### config.mk
export PLATFORM = sky130hd
export DESIGN_NAME = seg7_scan_display_flat
export DESIGN_NICKNAME = d
export VERILOG_FILES = /design/src/rtl/seg7_scan_display_if.sv /design/src/rtl/seg7_scan_display.sv /design/src/flat_wrapper.sv
export SDC_FILE = /design/constraint.sdc
export NUM_CORES = 1
export LEC_CHECK = 0
export BUFFER_PORTS_ARGS = -buffer_cell sky130_fd_sc_hd__buf_2
export CORE_MARGIN = 5
export CORE_UTILIZATION = 55
export CTS_CLUSTER_DIAMETER = 30
export DETAILED_ROUTE_END_ITERATION = 8
export GPL_TIMING_DRIVEN = 1
export PLACE_DENSITY_LB_ADDON = 0.08
export SLEW_MARGIN = 20
export SYNTH_ARGS = -nofsm -noshare
export SYNTH_HDL_FRONTEND = slang
export SYNTH_SLANG_ARGS = --single-unit
### constraint.sdc
create_clock -name clk_50MHz -period 6.22 [get_ports clk_50MHz]
set_clock_uncertainty 0.1 [all_clocks]
set_input_delay 0.622 -clock clk_50MHz [delete_from_list [all_inputs] [get_ports clk_50MHz]]
set_output_delay 0.622 -clock clk_50MHz [all_outputs]
set_load 0.1 [all_outputs]
### src/rtl/seg7_scan_display_if.sv
// Digit bus from the frequency meter and the multiplexed display drive lines.
// The meter side (master) drives the digits; the scanner (slave) drives the display.
interface seg7_scan_display_if;
   logic [3:0] d0;
   logic [3:0] d1;
   logic [3:0] d2;
   logic [3:0] d3;
   logic [3:0] d4;
   logic [3:0] d5;
   logic [3:0] d6;
   logic [3:0] d7;
   logic [6:0] seg;
   logic       dp;
   logic [7:0] an;
   logic       frame_tick;

   modport master (
      output d0, d1, d2, d3, d4, d5, d6, d7,
      input  seg, dp, an, frame_tick
   );

   modport slave (
      input  d0, d1, d2, d3, d4, d5, d6, d7,
      output seg, dp, an, frame_tick
   );
endinterface

### src/rtl/seg7_scan_display.sv
// 8-digit multiplexed 7-segment scanner: synchronises the meter's BCD bus, latches
// a frame only when it was stable across the last slot, blanks leading zeros.
module seg7_scan_display #(
   parameter int unsigned CLK_HZ         = 50_000_000,
   parameter int unsigned SCAN_HZ        = 1000,
   parameter int unsigned GUARD          = 2,
   parameter int unsigned BLANK_LZ       = 1,
   parameter logic [7:0]  DP_MASK        = 8'h00,
   parameter int unsigned SEG_ACTIVE_LOW = 1,
   parameter int unsigned AN_ACTIVE_LOW  = 1
) (
   input logic                 clk_50MHz,
   input logic                 rst_n,
   seg7_scan_display_if.slave  bus
);

   localparam int unsigned DIV      = CLK_HZ / SCAN_HZ;
   localparam int unsigned CNT_W    = (DIV > 1) ? $clog2(DIV) : 1;
   localparam int unsigned IDX_W    = 3;
   localparam int unsigned BUS_W    = 32;
   localparam int unsigned SEG_W    = 7;
   localparam int unsigned AN_W     = 8;

   localparam logic [CNT_W-1:0] CNT_MAX   = CNT_W'(DIV - 1);
   localparam logic [CNT_W-1:0] CNT_GUARD = CNT_W'(GUARD);
   localparam logic [IDX_W-1:0] IDX_LAST  = IDX_W'(7);

   localparam logic [SEG_W-1:0] SEG_OFF = (SEG_ACTIVE_LOW != 0) ? 7'h7F : 7'h00;
   localparam logic             DP_OFF  = (SEG_ACTIVE_LOW != 0) ? 1'b1  : 1'b0;
   localparam logic [AN_W-1:0]  AN_OFF  = (AN_ACTIVE_LOW  != 0) ? 8'hFF : 8'h00;

   // Active-high {g,f,e,d,c,b,a} pattern; non-BCD codes show a dash
   function automatic logic [SEG_W-1:0] decode(input logic [3:0] v);
      logic [SEG_W-1:0] s;
      case (v)
         4'd0:    s = 7'h3F;
         4'd1:    s = 7'h06;
         4'd2:    s = 7'h5B;
         4'd3:    s = 7'h4F;
         4'd4:    s = 7'h66;
         4'd5:    s = 7'h6D;
         4'd6:    s = 7'h7D;
         4'd7:    s = 7'h07;
         4'd8:    s = 7'h7F;
         4'd9:    s = 7'h6F;
         default: s = 7'h40;
      endcase
      return s;
   endfunction

   logic [CNT_W-1:0] cnt_q,  cnt_d;
   logic [IDX_W-1:0] idx_q,  idx_d;
   logic [BUS_W-1:0] raw_q,  raw_d;
   logic [BUS_W-1:0] raw2_q, raw2_d;
   logic [BUS_W-1:0] snap_q, snap_d;
   logic [BUS_W-1:0] disp_q, disp_d;
   logic [SEG_W-1:0] seg_q,  seg_d;
   logic             dp_q,   dp_d;
   logic [AN_W-1:0]  an_q,   an_d;
   logic             frame_tick_q, frame_tick_d;

   logic             tick;
   logic             frame_end;
   logic [AN_W-1:0]  blank;
   logic             upper_nz;
   logic [3:0]       cur_digit;
   logic             cur_blank;
   logic [SEG_W-1:0] seg_ah;
   logic             dp_ah;
   logic [AN_W-1:0]  an_ah;

   assign tick      = (cnt_q == CNT_MAX);
   assign frame_end = tick && (idx_q == IDX_LAST);

   // Leading-zero mask: digit k blanks when it and every digit above it are zero
   always_comb begin
      blank    = '0;
      upper_nz = 1'b0;
      for (int k = 7; k >= 1; k--) begin
         upper_nz = upper_nz | (disp_q[4*k +: 4] != 4'd0);
         blank[k] = (BLANK_LZ != 0) && !upper_nz;
      end
   end

   // Prescaler, scan index and the capture / stability-filter pipeline
   always_comb begin
      cnt_d  = tick ? '0 : cnt_q + CNT_W'(1);
      idx_d  = tick ? idx_q + IDX_W'(1) : idx_q;
      raw_d  = {bus.d7, bus.d6, bus.d5, bus.d4, bus.d3, bus.d2, bus.d1, bus.d0};
      raw2_d = raw_q;
      snap_d = tick ? raw2_q : snap_q;
      disp_d = disp_q;
      // snap_q was taken at the end of slot 6; matching raw2 now means a quiet slot
      if (frame_end && (snap_q == raw2_q)) begin
         disp_d = snap_q;
      end
   end

   // Output decode from the current slot, registered below
   always_comb begin
      cur_digit = disp_q[{idx_q, 2'b00} +: 4];
      cur_blank = blank[idx_q];
      seg_ah    = cur_blank ? '0 : decode(cur_digit);
      dp_ah     = DP_MASK[idx_q] && !cur_blank;
      an_ah     = '0;
      if ((cnt_q >= CNT_GUARD) && !cur_blank) begin
         an_ah = AN_W'(1) << idx_q;
      end
      seg_d        = (SEG_ACTIVE_LOW != 0) ? ~seg_ah : seg_ah;
      dp_d         = (SEG_ACTIVE_LOW != 0) ? ~dp_ah  : dp_ah;
      an_d         = (AN_ACTIVE_LOW  != 0) ? ~an_ah  : an_ah;
      frame_tick_d = frame_end;
   end

   always_ff @(posedge clk_50MHz or negedge rst_n) begin
      if (!rst_n) begin
         cnt_q        <= '0;
         idx_q        <= '0;
         raw_q        <= '0;
         raw2_q       <= '0;
         snap_q       <= '0;
         disp_q       <= '0;
         seg_q        <= SEG_OFF;
         dp_q         <= DP_OFF;
         an_q         <= AN_OFF;
         frame_tick_q <= 1'b0;
      end else begin
         cnt_q        <= cnt_d;
         idx_q        <= idx_d;
         raw_q        <= raw_d;
         raw2_q       <= raw2_d;
         snap_q       <= snap_d;
         disp_q       <= disp_d;
         seg_q        <= seg_d;
         dp_q         <= dp_d;
         an_q         <= an_d;
         frame_tick_q <= frame_tick_d;
      end
   end

   assign bus.seg        = seg_q;
   assign bus.dp         = dp_q;
   assign bus.an         = an_q;
   assign bus.frame_tick = frame_tick_q;

endmodule

### src/flat_wrapper.sv
// flat-port wrapper written by rule: the top's interface ports become plain ports
module seg7_scan_display_flat 
#(
   parameter int unsigned CLK_HZ         = 50_000_000,
   parameter int unsigned SCAN_HZ        = 1000,
   parameter int unsigned GUARD          = 2,
   parameter int unsigned BLANK_LZ       = 1,
   parameter logic [7:0]  DP_MASK        = 8'h00,
   parameter int unsigned SEG_ACTIVE_LOW = 1,
   parameter int unsigned AN_ACTIVE_LOW  = 1
)
  (clk_50MHz, rst_n, bus_d0, bus_d1, bus_d2, bus_d3, bus_d4, bus_d5, bus_d6, bus_d7, bus_seg, bus_dp, bus_an, bus_frame_tick);
  seg7_scan_display_if bus_i ();
  input logic clk_50MHz;
  input logic rst_n;
  input wire logic [$bits(bus_i.d0)-1:0] bus_d0;
  input wire logic [$bits(bus_i.d1)-1:0] bus_d1;
  input wire logic [$bits(bus_i.d2)-1:0] bus_d2;
  input wire logic [$bits(bus_i.d3)-1:0] bus_d3;
  input wire logic [$bits(bus_i.d4)-1:0] bus_d4;
  input wire logic [$bits(bus_i.d5)-1:0] bus_d5;
  input wire logic [$bits(bus_i.d6)-1:0] bus_d6;
  input wire logic [$bits(bus_i.d7)-1:0] bus_d7;
  output wire logic [$bits(bus_i.seg)-1:0] bus_seg;
  output wire logic [$bits(bus_i.dp)-1:0] bus_dp;
  output wire logic [$bits(bus_i.an)-1:0] bus_an;
  output wire logic [$bits(bus_i.frame_tick)-1:0] bus_frame_tick;
  assign bus_i.d0 = bus_d0;
  assign bus_i.d1 = bus_d1;
  assign bus_i.d2 = bus_d2;
  assign bus_i.d3 = bus_d3;
  assign bus_i.d4 = bus_d4;
  assign bus_i.d5 = bus_d5;
  assign bus_i.d6 = bus_d6;
  assign bus_i.d7 = bus_d7;
  assign bus_seg = bus_i.seg;
  assign bus_dp = bus_i.dp;
  assign bus_an = bus_i.an;
  assign bus_frame_tick = bus_i.frame_tick;
  seg7_scan_display #(.CLK_HZ(CLK_HZ), .SCAN_HZ(SCAN_HZ), .GUARD(GUARD), .BLANK_LZ(BLANK_LZ), .DP_MASK(DP_MASK), .SEG_ACTIVE_LOW(SEG_ACTIVE_LOW), .AN_ACTIVE_LOW(AN_ACTIVE_LOW)) u_core (.clk_50MHz(clk_50MHz), .rst_n(rst_n), .bus(bus_i));
endmodule
==> impl_results.md, run 1 <==
- Syn_area_per_cell: 14.9 um2
- Mapped Area: around 6500 um2
- Die Y: between 100 and 150 um
- Synth unique cells: 36
- Total CTS buffers: 17
- CP Launch Type: flip-flop
- Die area: ~14000 um2
- Post-synth ARST share: 1.00
- Syn_nets: 479
- Clk Latency, worst-skew pair: between 0.4 and 0.5 ns
- CP most frequent cell: buf_4
- Slew Limit Fails: 0
- Worst slew pin tran: 0.913 ns
- GPL Wtd Cong: between 0.8 and 0.9
- Met3 wire length: 615 um
- R2r setup slk: roughly 3.5 ns
- WL final: 10.3 mm
- CP peak stage delay: between 0.5 and 0.6 ns
- # diodes: 0
- Final hold violations: 0
- Largest net degree at the start of global routing: approximately 110
- Gate Count Post-Synth: about 430
- VDD IR max: between 0.0002 and 0.00025 V
- Fin nets: 539
- Worst Path Max Fanout: between 40 and 50
- Initial antenna violation count: 0
- Vias per inst: roughly 5.3
- Synth Warn #: 0
- Post-DP HPWL: approximately 7.1 mm
- First-pass DRT Iterations: 4
- Number of global-route vias before repair: roughly 3600
- Synth-to-layout area growth: 14.8%
- Clock buffer depth: 2
- Antenna Violating Nets Remaining: 0
- Worst-path clk slew: around 0.060 ns
- Final Cycle Share: 0.442
- CP max-delay cell: buf_4
- Area after DPL: between 6000 and 7000 um2
- Dominant synthesized flop cell: dfrtp_1
- Post-CTS sizing: 0
- Max cap viols: 0
- CTS tree: done
- Vias: 3413
- Top routing layer used: met4
- Leak Pwr: ~3.5 nW
- # hold bufs at CTS: 0
- Fmax achieved: between 300 and 400 MHz
- RSZ-0062 raised after global routing: false
- Normalized max-slew margin: 0.391
- Die W: around 120 um
- Seq/Total Area, Yosys: 0.635
- Most frequent cells in the layout: dfrtp_1, buf_2, xnor2_1, mux2_2, mux2_4
- Fin crit period: between 2 and 3 ns
- Crit path DAT: 2.95 ns
- Worst path cell trace: ha_1, nand3_1, nor4_4, buf_4, nand4_2, buf_4, mux2_4
- Post-synth EDFFs: 0
- Worst EP required: roughly 6.4 ns
- Most common cell after layout, fill and taps aside: dfrtp_1
- Clock sink count: roughly 160
- Root Driver: clkbuf_16
- PortBufs: between 40 and 50
- Hold Path Class: in2async
- Grt total ovfl: 0
- Power Total: around 2.2 mW
- DP Worst Slack: around 3.5 ns
- Status: finished clean
- First-pass GRT wire length: ~19 mm
- Ports: 51
- Synth Register Bits: between 150 and 200
- Std cell rows: 39
- Initial Util: 0.563
- Proportion of layout cells with a drive suffix above 1: 0.345
- Total GRT Usage: 0.168
- Postcts setup bufs: 0
- Final Cell Area: approximately 7400 um2
- Drt initial violations: 150
- Setup slack after layout: about 3.5 ns
- Wirelength per Cell: 15.9 um
- Kind of critical path: reg2reg
- Setup TNS: 0 ns
- H-tree depth: 4
- Core Area: approximately 11000 um2
- Crit path capture type: flip-flop
- Met2 WL: between 4 and 5 mm
- Final Setup Violations: 0
- Pwr/cell area: just under 300 nW/um2
- Drt drc: 0
- Met1 wire length: 4.59 mm
-- state kept, by name, summed over array words and instances (netlist names) --
name,count
u_core.raw2_d,32
u_core.bus.an,8
u_core.disp_q,32
u_core.bus.frame_tick,1
u_core.cnt_q,16
u_core.idx_q,3
u_core.snap_q,32
u_core.raw2_q,32
u_core.bus.seg,7
-- final timing paths --
| kind | cells past startpoint | endpoint | startpoint |
|---|---|---|---|
| min in group clk_50MHz | 1 | u_core.raw2_d[11] | bus_d2[3] |
| worst max register to register | 7 | u_core.disp_q[23] | u_core.cnt_q[0] |
| worst max-delay path | 7 | u_core.disp_q[23] | u_core.cnt_q[0] |
| worst min register to register | 0 | u_core.raw2_q[7] | u_core.raw2_d[7] |
| worst min-delay path | 1 | u_core.cnt_q[5] | rst_n |
| max in group asynchronous | 2 | u_core.cnt_q[10] | rst_n |
-- cells by family after synthesis --
| logic type | Yosys count | share of synthesized area |
|---|---|---|
| DFF | 163 | 0.635 |
| other | 1 | 0.000581 |
| xor gates and xnor gates | 47 | 0.0638 |
| adders and majority gates | 13 | 0.0252 |
| AOI/OAI and AO/OA | 12 | 0.0109 |
| and+or+nand+nor | 100 | 0.0811 |
| muxes | 75 | 0.164 |
| buffers and inverters | 21 | 0.0196 |
-- per-layer routing --
metal  vias up  GRT usage
li1       1625          -
met1      1687      0.229
met2        90      0.248
met3        11     0.0645
met4         0     0.0631
met5         -          0
-- layout make-up --
class,instances,area [um2]
clock buffers,22,464
clock inverters,10,124
fillers,821,4060
inverters,10,37.5
multi-input cells,248,2230
flip-flops and latches,163,4100
well taps,143,179
repair buffers,52,274
-- worst max-delay path, delay by kind of cell, from the launching register on --
family	cells	cell delay, ns
muxes	1	0.36
buffers and inverters	2	0.87
and+or+nand+nor	3	0.64
adders and majority gates	1	0.23
DFF	1	0.40
-- per-stage QoR --
stage                util  hold WS [ns]  instances
floorplan               -         0.226        432
global placement    0.594         0.231        616
detailed placement  0.594         0.235        616
CTS                 0.646         0.188        648
global route        0.646         0.173        648
finish              0.646         0.190        648
-- synthesized netlist by cell type (9+ instances only) --
master | instances | area (um2)
dfrtp_1 | 148 | 3700
nor2_1 | 18 | 67.6
nand3_1 | 16 | 80.1
mux2_4 | 30 | 450
inv_1 | 9 | 33.8
xnor2_1 | 42 | 368
mux2_2 | 35 | 394
dfstp_2 | 15 | 394
nor4_1 | 12 | 75.1
nand4_1 | 10 | 62.6
ha_1 | 13 | 163
nand2_1 | 20 | 75.1
-- report_power, final --
part | internal (mW) | switching, mW
logic | 0.0151 | 0.0273
registers | 1.08 | 0.00985
clock network | 0.617 | 0.401
total | 1.71 | 0.438
Power figures use the tool's default switching activity.
==> inputs of run 2 (changes only) <==
--- a/config.mk
+++ b/config.mk
@@ -7,7 +7,7 @@
 export LEC_CHECK = 0
 export BUFFER_PORTS_ARGS = -buffer_cell sky130_fd_sc_hd__buf_2
 export CORE_MARGIN = 5
-export CORE_UTILIZATION = 55
+export CORE_UTILIZATION = 53
 export CTS_CLUSTER_DIAMETER = 30
 export DETAILED_ROUTE_END_ITERATION = 8
 export GPL_TIMING_DRIVEN = 1
==> constraint.sdc (replaced) <==
create_clock -name clk_50MHz -period 2.3 [get_ports clk_50MHz]
set_clock_uncertainty 0.1 [all_clocks]
set_input_delay 0.23 -clock clk_50MHz [delete_from_list [all_inputs] [get_ports clk_50MHz]]
set_output_delay 0.23 -clock clk_50MHz [all_outputs]
set_load 0.1 [all_outputs]
==> run 2 against run 1 <==
  * Maximum frequency up 26%
  * Flip-flop and latch count unchanged
  * Setup slack worse by 3.4 ns
  * Sequential share of layout area shrank 3.5 points
  * Wire length is 7.3% higher
  * Critical path type unchanged
  * Critical endpoint is now u_core.disp_q[14]
  * Largest power group unchanged
==> impl_results.md, run 2 (synthesis gave the netlist of run 1 again) <==
- Fmax achieved: approximately 460 MHz
- Root Driver: clkbuf_16
- First-pass GRT wire length: 19.0 mm
- Switching pwr: roughly 1.2 mW
- Clk Latency, worst-skew pair: 0.43 ns
- Leak Pwr: between 3 and 4 nW
- Fin crit period: approximately 2.2 ns
- Total CTS buffers: 17
- Most frequent cells in the layout: dfrtp_1, buf_2, xnor2_1, mux2_2, dlygate4sd3_1
- Final Cycle Share: 0.951
- Worst-path clk slew: approximately 0.06 ns
- Proportion of layout cells with a drive suffix above 1: 0.347
- Pint: between 4 and 5 mW
- Max cap viols: 0
- Final hold violations: 0
- Reg power frac: 0.500
- Std cell rows: 40
- Pwr/cell area: roughly 750 nW/um2
- Number of global-route vias before repair: roughly 3800
- Worst EP required: roughly 2.5 ns
- Initial antenna violation count: 0
- Drt initial violations: between 150 and 200
- Grt total ovfl: 0
- Non-Filler Instances: 700
- CTS tree: done
- Met3 wire length: 525 um
- Status: finished clean
- First-pass DRT Iterations: 4
- CP peak stage delay: around 0.42 ns
- H-tree depth: 4
- Ports: between 50 and 60
- Postcts setup bufs: 0
- Area after DPL: 6970 um2
- Final Cell Area: 7910 um2
- Setup TNS: 0 ns
- Synth-to-layout area growth: 22.5%
- Total GRT Usage: 0.171
- Die W: 120 um
- CP bufs+invs: 2
- Placed Cells: roughly 640
- Core Area: 12000 um2
- Vias: around 3600
- Wirelength per Cell: around 16 um
- Largest net degree at the start of global routing: 72
- Met1 wire length: around 5.1 mm
- Fin nets: just under 600
- Slew Limit Fails: 0
- Power Total: slightly below 6 mW
- Post-DP HPWL: roughly 7.6 mm
- Clock sink count: ~160
- Vias per inst: between 5 and 6
- PortBufs: about 50
- Drt drc: 0
- Top routing layer used: met4
- Worst Path Max Fanout: 32
- Normalized max-slew margin: 0.649
- Die Y: ~120 um
- Die area: roughly 14000 um2
- Worst path cell trace: xnor2_1, nand4_1, nor4_2, buf_4, nand4_2, buf_12, mux2_4
- Antenna Violating Nets Remaining: 0
- Sw Ratio: 0.209
- RSZ-0062 raised after global routing: false
- Met2 WL: around 5.2 mm
- VDD IR max: approximately 0.00062 V
- DP Worst Slack: around 0.083 ns
- Initial Util: 0.539
- Most common cell after layout, fill and taps aside: dfrtp_1
- Worst slew pin tran: between 0.5 and 0.6 ns
- WL final: about 11 mm
- Clock buffer depth: 2
- Top delay family on crit path: simple AND/OR/NAND/NOR gates
- CP max-delay cell: dfrtp_1
- Combinational power share: 0.028
- Clock Power Share: 0.472
- Kind of critical path: reg2reg
- GPL Wtd Cong: 0.837
- CP Launch Type: flip-flop
- Crit path DAT: between 2 and 2.5 ns
- # diodes: 0
- Crit path capture type: flip-flop
- Final Setup Violations: 0
- Setup slack after layout: ~0.11 ns
- Hold Path Class: in2async
[run 2: cell types whose count changed in the layout (fill, tap and decap cells not counted)]
| cell | delta |
|---|---|
| buf_4 | +11 |
| buf_12 | +3 |
| dfrtp_2 | +1 |
| buf_6 | +1 |
| nor4_2 | +2 |
| clkinvlp_4 | +1 |
| dfrtp_1 | -1 |
| nor4_1 | -2 |
| dlygate4sd3_1 | +33 |
| clkinv_4 | -1 |
[run 2: per-stage QoR]
step,hold slack (ns),util
finish,0.176,0.661
CTS,0.184,0.660
global placement,0.0593,0.583
detailed placement,0.0629,0.583
floorplan,-0.166,-
global route,0.202,0.661
[run 2: final timing paths]
kind	end	slack, ns	depth (start not counted)	from
max	u_core.disp_q[14]	0.11	7	u_core.snap_q[29]
min	u_core.cnt_q[5]	0.18	2	rst_n
max reg2reg	u_core.disp_q[14]	0.11	7	u_core.snap_q[29]
min reg2reg	u_core.raw2_q[4]	0.24	0	u_core.raw2_d[4]
max in group asynchronous	u_core.raw2_q[28]	1.24	3	rst_n
min in group clk_50MHz	u_core.raw2_q[4]	0.24	0	u_core.raw2_d[4]
[run 2: metal layers]
metal | vias up | global-route usage
met5 | - | 0
met4 | 0 | 0.0616
met3 | 20 | 0.0599
met2 | 78 | 0.264
met1 | 1803 | 0.227
li1 | 1713 | -
[run 2: worst reg2reg max path: stages (launching register included)]
cell	delay, ns
dfrtp_1	0.42
xnor2_1	0.17
nand4_1	0.17
nor4_2	0.33
buf_4	0.18
nand4_2	0.12
buf_12	0.22
mux2_4	0.35
[run 2: final cells by class]
| type | count | area, um2 |
|---|---|---|
| sequential | 163 | 4100 |
| fill | 880 | 4060 |
| multi-input combinational | 248 | 2240 |
| timing repair buffer | 100 | 758 |
| clock buffer | 22 | 464 |
| tap | 147 | 184 |
| clock inverter | 10 | 123 |
| inverter | 10 | 37.5 |
[run 2: repair_timing]
item                       CTS  global route
gates resized for setup      0             4
hold buffers                33             0
hold endpoints to repair    74             0
setup endpoints to repair    0            38
[run 2: power by group through the flow]
stage	combinational (mW)	sequential (mW)	clock, mW
global placement	0.125	3.00	0
floorplan	0.0341	3.00	0
global route	0.191	2.96	2.99
finish	0.167	2.95	2.79
CTS	0.172	2.95	2.85
detailed placement	0.129	3.01	0
